**src/rtl/instr_encoder.sv**
```systemverilog
// Instruction encoder / program loader.
// Accepts field-level RV32I instructions (addi, lw, bne), assembles each into a 32-bit word and
// writes it little-endian, one byte per cycle, through a byte-wide instruction memory port.
//
// Ports:
//   clk, rst_n        clock (rising edge), asynchronous active-low reset
//   in_valid/in_ready field handshake; in_op 0=addi 1=lw 2=bne 3=illegal
//   in_rd, in_rs1, in_rs2, in_imm  instruction fields (in_imm is 13-bit signed)
//   clear             restore write pointer to BASE_ADDR and clear err (idle only)
//   mem_we, mem_addr, mem_wdata    byte write port
//   instr_word        last encoded word
//   done              pulse with the last byte of a word
//   err               sticky error flag
//
// Optional feature macro: INSTR_ENCODER_IMM_CHECK_EN
//   When defined, out-of-range addi/lw immediates and odd bne offsets are rejected like an
//   illegal op. When undefined, immediates are silently truncated.
module instr_encoder #(
  parameter int unsigned ADDR_WIDTH = 12,
  parameter int unsigned BASE_ADDR  = 0
) (
  input  logic                  clk,
  input  logic                  rst_n,
  input  logic                  in_valid,
  output logic                  in_ready,
  input  logic [1:0]            in_op,
  input  logic [4:0]            in_rd,
  input  logic [4:0]            in_rs1,
  input  logic [4:0]            in_rs2,
  input  logic [12:0]           in_imm,
  input  logic                  clear,
  output logic                  mem_we,
  output logic [ADDR_WIDTH-1:0] mem_addr,
  output logic [7:0]            mem_wdata,
  output logic [31:0]           instr_word,
  output logic                  done,
  output logic                  err
);

  localparam logic [ADDR_WIDTH-1:0] Base = ADDR_WIDTH'(BASE_ADDR);

  typedef enum logic [0:0] {StIdle, StWrite} state_e;

  state_e                state_q;
  logic [ADDR_WIDTH-1:0] ptr_q;
  logic [1:0]            idx_q;

  logic [31:0] enc_word;
  logic        legal;
  logic        accept;
  logic [1:0]  idx_next;
  logic [31:0] word_shift;

  always_comb begin
    enc_word = '0;
    unique case (in_op)
      2'd0:    enc_word = {in_imm[11:0], in_rs1, 3'b000, in_rd, 7'b0010011};
      2'd1:    enc_word = {in_imm[11:0], in_rs1, 3'b010, in_rd, 7'b0000011};
      2'd2:    enc_word = {in_imm[12], in_imm[10:5], in_rs2, in_rs1, 3'b001, in_imm[4:1],
                           in_imm[11], 7'b1100011};
      default: enc_word = '0;
    endcase
  end

`ifdef INSTR_ENCODER_IMM_CHECK_EN
  always_comb begin
    legal = (in_op != 2'd3);
    if (in_op == 2'd0 || in_op == 2'd1) begin
      legal = (in_imm[12] == in_imm[11]);
    end else if (in_op == 2'd2) begin
      legal = !in_imm[0];
    end
  end
`else
  logic unused_imm0;
  assign unused_imm0 = in_imm[0];
  always_comb begin
    legal = (in_op != 2'd3);
  end
`endif

  // in_ready is registered high exactly in StIdle, so it doubles as the idle qualifier.
  assign accept     = in_valid && in_ready;
  assign idx_next   = idx_q + 2'd1;
  assign word_shift = instr_word >> {idx_next, 3'b000};

  always_ff @(posedge clk or negedge rst_n) begin
    if (!rst_n) begin
      state_q    <= StIdle;
      in_ready   <= 1'b1;
      mem_we     <= 1'b0;
      mem_addr   <= Base;
      mem_wdata  <= '0;
      instr_word <= '0;
      done       <= 1'b0;
      err        <= 1'b0;
      ptr_q      <= Base;
      idx_q      <= '0;
    end else begin
      unique case (state_q)
        StIdle: begin
          done   <= 1'b0;
          mem_we <= 1'b0;
          // Clear takes effect first so a same-cycle accept lands at Base with a fresh err.
          if (clear) begin
            ptr_q <= Base;
            err   <= 1'b0;
          end
          if (accept) begin
            if (legal) begin
              state_q    <= StWrite;
              in_ready   <= 1'b0;
              instr_word <= enc_word;
              idx_q      <= '0;
              mem_we     <= 1'b1;
              mem_addr   <= clear ? Base : ptr_q;
              mem_wdata  <= enc_word[7:0];
            end else begin
              err <= 1'b1;
            end
          end
        end
        StWrite: begin
          if (idx_q == 2'd3) begin
            state_q  <= StIdle;
            in_ready <= 1'b1;
            mem_we   <= 1'b0;
            done     <= 1'b0;
            ptr_q    <= ptr_q + ADDR_WIDTH'(4);
          end else begin
            idx_q     <= idx_next;
            mem_addr  <= mem_addr + ADDR_WIDTH'(1);
            mem_wdata <= word_shift[7:0];
            done      <= (idx_next == 2'd3);
          end
        end
        default: state_q <= StIdle;
      endcase
    end
  end

endmodule

```
**config.mk**
```make
export PLATFORM = sky130hd
export DESIGN_NAME = instr_encoder
export DESIGN_NICKNAME = d
export VERILOG_FILES = /design/src/rtl/instr_encoder.sv
export SDC_FILE = /design/constraint.sdc
export NUM_CORES = 1
export LEC_CHECK = 0
export ABC_AREA = 1
export CAP_MARGIN = 20
export CORE_MARGIN = 5
export CORE_UTILIZATION = 44
export CTS_CLUSTER_DIAMETER = 40
export CTS_CLUSTER_SIZE = 40
export DETAILED_ROUTE_END_ITERATION = 10
export PLACE_DENSITY_LB_ADDON = 0.08
export SLEW_MARGIN = 25
export SYNTH_ARGS = -nofsm -noshare
export SYNTH_HDL_FRONTEND = slang
export SYNTH_SLANG_ARGS = --single-unit
```
**constraint.sdc**
```tcl
create_clock -name clk -period 1.6 [get_ports clk]
set_input_delay 0.24 -clock clk [delete_from_list [all_inputs] [get_ports clk]]
set_output_delay 0.24 -clock clk [all_outputs]
set_load 0.05 [all_outputs]
```
==> flow_summary.yaml <==
run_status:
  status: "finished clean"
setup_path:
  arrival_ns: 1.77
  cp_data_required_time_ns: 1.87
  crit_type: "flip-flop to flip-flop"
  cp_max_fo: 8
  end_kind: "flip-flop"
  critPathLaunchType: "flip-flop"
place:
  hpwl_mm: 7.276
  io_buffers: 86
  gp_congestion: 0.8584
clocking:
  cts_sinks: 65
  cts.clk_slew.worst_paths_ns: 0.07
  cts_tree: "done"
  cts_buffers: 9
  clock_latency_ns: 0.34
  clockRootBuffer: "clkbuf_8"
  clk_path_buf_depth: 2
  htreeDepth: 3
timing:
  hold_violations: 0
  post-route-period-util_pct: 93.58
  period_needed_ns: 1.497
  drv_slew: 0
  skew_ns: 0.01026
  setup-tns-final_ns: 0
  max_freq_ghz: 0.6679
  grt_setup_unrepaired: "yes"
  setup_viol: 0
synth:
  seq_area_frac_synth_pct: 47.81
  synth_top_area_cell: "dfrtp_1"
  yosys-top-cells-count: "134 x nand2_1, 64 x dfrtp_1, 48 x inv_1"
  synth_seq_cells: 65
  synthDominantCellAreaShare_pct: 47.04
  synth_edf_count: 0
  syn_area_sq_um: 3405
  netlist_top_cells_area: "dfrtp_1 47%, nand2_1 15%, o21ai_0 5.6%"
  synth.most_common_cell: "nand2_1"
  syn_avg_cell_area_sq_um: 7.809
  postSynthCellCount: 436
  async_reset_ff_share_pct: 100.0
  yosys_warnings: 0
  ys_types: 37
  synth_ff_type: "dfrtp_1"
global_route:
  antenna_found_initial: 0
  grt_max_degree: 66
  grt_pass1_vias: 3166
  track_usage_pct: 21.12
  grt_pass1_wl_mm: 16.26
  globalRouteOverflowTotal: 0
floorplanning:
  die_x_um: 97.97
  dieHeight_um: 97.97
  start_util_pct: 44.52
  core_area_sq_um: 7647
  design.die.area_sq_um: 9597
  io_pins: 90
  num_rows: 32
run:
  maxCapViolCount: 0
finish:
  regArea_sq_um: 1628
  drive_above_1_share_pct: 20.95
  nFillCells: 671
  area_growth_syn_to_layout_pct: 41.05
  utilization_pct: 62.79
  diodes: 0
  fin_nets: 582
  multiInputGateArea_sq_um: 1499
drt:
  drc: 0
  firstDrtPassIters: 5
  via_count: 3330
  first_iter_violations: 234
  drt-total-wl_mm: 9.900
  vias_per_cell: 5.115
  routedWlPerCell_um: 15.21
  ant_nets: 0
pwr:
  p_leak_nw: 2.366
  peakVddDrop_v: 0.001523
  pwr_density_cell_nw_per_um2: 2307
hold_path:
  hold_class: "primary input to flip-flop"
-- flip-flops by register name (all words and copies together), names as in the netlist --
| signal | count |
|---|---|
| done | 1 |
| err | 1 |
| state_q | 1 |
| ptr_q | 12 |
| mem_addr | 12 |
| mem_we | 1 |
| mem_wdata | 8 |
| in_ready | 1 |
| instr_word | 26 |
| idx_q | 2 |
-- cell type report --
type                       count  area share (%)
tap                          102           2.658
timing repair buffer         114           23.14
sequential                    65           33.90
clock buffer                  11           2.944
clock inverter                 5           2.137
multi-input combinational    304           31.21
inverter                      50           4.013
-- cells in the final DEF (no fill, tap or decap), types with 2 or more instances in the layout --
cell type | synthesis | layout
conb_1 | 1 | 3
a31oi_1 | 8 | 8
a2bb2oi_1 | 2 | 2
buf_4 | 9 | 66
a21oi_1 | 21 | 21
nand2_1 | 134 | 133
nor2_4 | 2 | 4
nand3_1 | 24 | 24
nor3_1 | 4 | 4
buf_12 | 0 | 14
inv_4 | 2 | 2
ha_1 | 4 | 2
o21ai_1 | 3 | 3
o211ai_1 | 6 | 6
or2_1 | 3 | 3
nand2_4 | 2 | 2
nor2_1 | 30 | 29
nand2_2 | 1 | 2
o21ai_0 | 38 | 38
clkdlybuf4s50_1 | 0 | 32
dfrtp_1 | 64 | 64
inv_1 | 48 | 47
clkbuf_8 | 0 | 10
bufinv_16 | 0 | 3
nand4_1 | 2 | 2
a21boi_1 | 5 | 5
-- metrics by stage --
stage / instance area (sq um) / cells / power (W) / setup slack, ns / hold WS [ns]
after global placement: 4528 / 632 / 0.009195 / -0.08395 / 0.2884
after floorplan: 3437 / 438 / 0.006949 / 0.01655 / -0.05559
final: 4802 / 651 / 0.01108 / 0.1028 / 0.4277
after CTS: 4782 / 649 / 0.01103 / 0.06313 / 0.4199
after detailed placement: 4528 / 632 / 0.009271 / -0.07371 / 0.2877
after global routing: 4802 / 651 / 0.01173 / -0.01331 / 0.4260
-- critical path, stage by stage, from the launching register on --
cell and delay, ns:
dfrtp_1 0.37, inv_1 0.09, ha_4 0.30, inv_2 0.09, nor2_4 0.19, nand2_1 0.07
o211ai_1 0.10, nand2_1 0.10, a21boi_1 0.12
-- power by group --
| group | internal [W] | switching, W |
|---|---|---|
| Clock | 0.00108 | 0.000654 |
| Sequential | 0.00228 | 0.000655 |
| Combinational | 0.00229 | 0.00413 |
| Total | 0.00564 | 0.00544 |
-- cell families (layout without fill, tap and decap cells) --
group / Yosys count / in the layout / share of synthesized area, %
buffers and inverters: 69 / 180 / 9.261
DFF: 65 / 65 / 47.81
and+or+nand+nor: 208 / 208 / 26.35
adders and majority gates: 4 / 4 / 1.470
AOI/OAI and AO/OA: 89 / 89 / 14.99
other: 1 / 3 / 0.1101
-- repair_timing --
item                                    CTS  global route
hold endpoints to repair                 64             0
gates resized for setup                   0             2
hold buffers                              1             0
setup buffers                             0             2
endpoints found under the setup margin    0             7
-- routing by layer --
layer | GRT usage, % | vias to the layer above | part of all wire [%]
li1 | - | 1620 | -
met1 | 30.63 | 1573 | 47
met2 | 32.04 | 126 | 45
met3 | 4.500 | 11 | 6.8
met4 | 5.857 | 0 | 1.2
met5 | 0 | - | 0
-- final timing paths --
kind | slack [ns] | startpoint | to | cells past startpoint
max in group asynchronous | 0.82 | rst_n | in_ready | 3
min | 0.43 | in_imm[9] | instr_word[29] | 3
max | 0.10 | idx_q[0] | mem_wdata[4] | 8
min in group asynchronous | 0.44 | rst_n | instr_word[17] | 3
min reg2reg | 0.49 | ptr_q[1] | ptr_q[1] | 2
max reg2reg | 0.10 | idx_q[0] | mem_wdata[4] | 8
(Power assumes the default switching activity.)
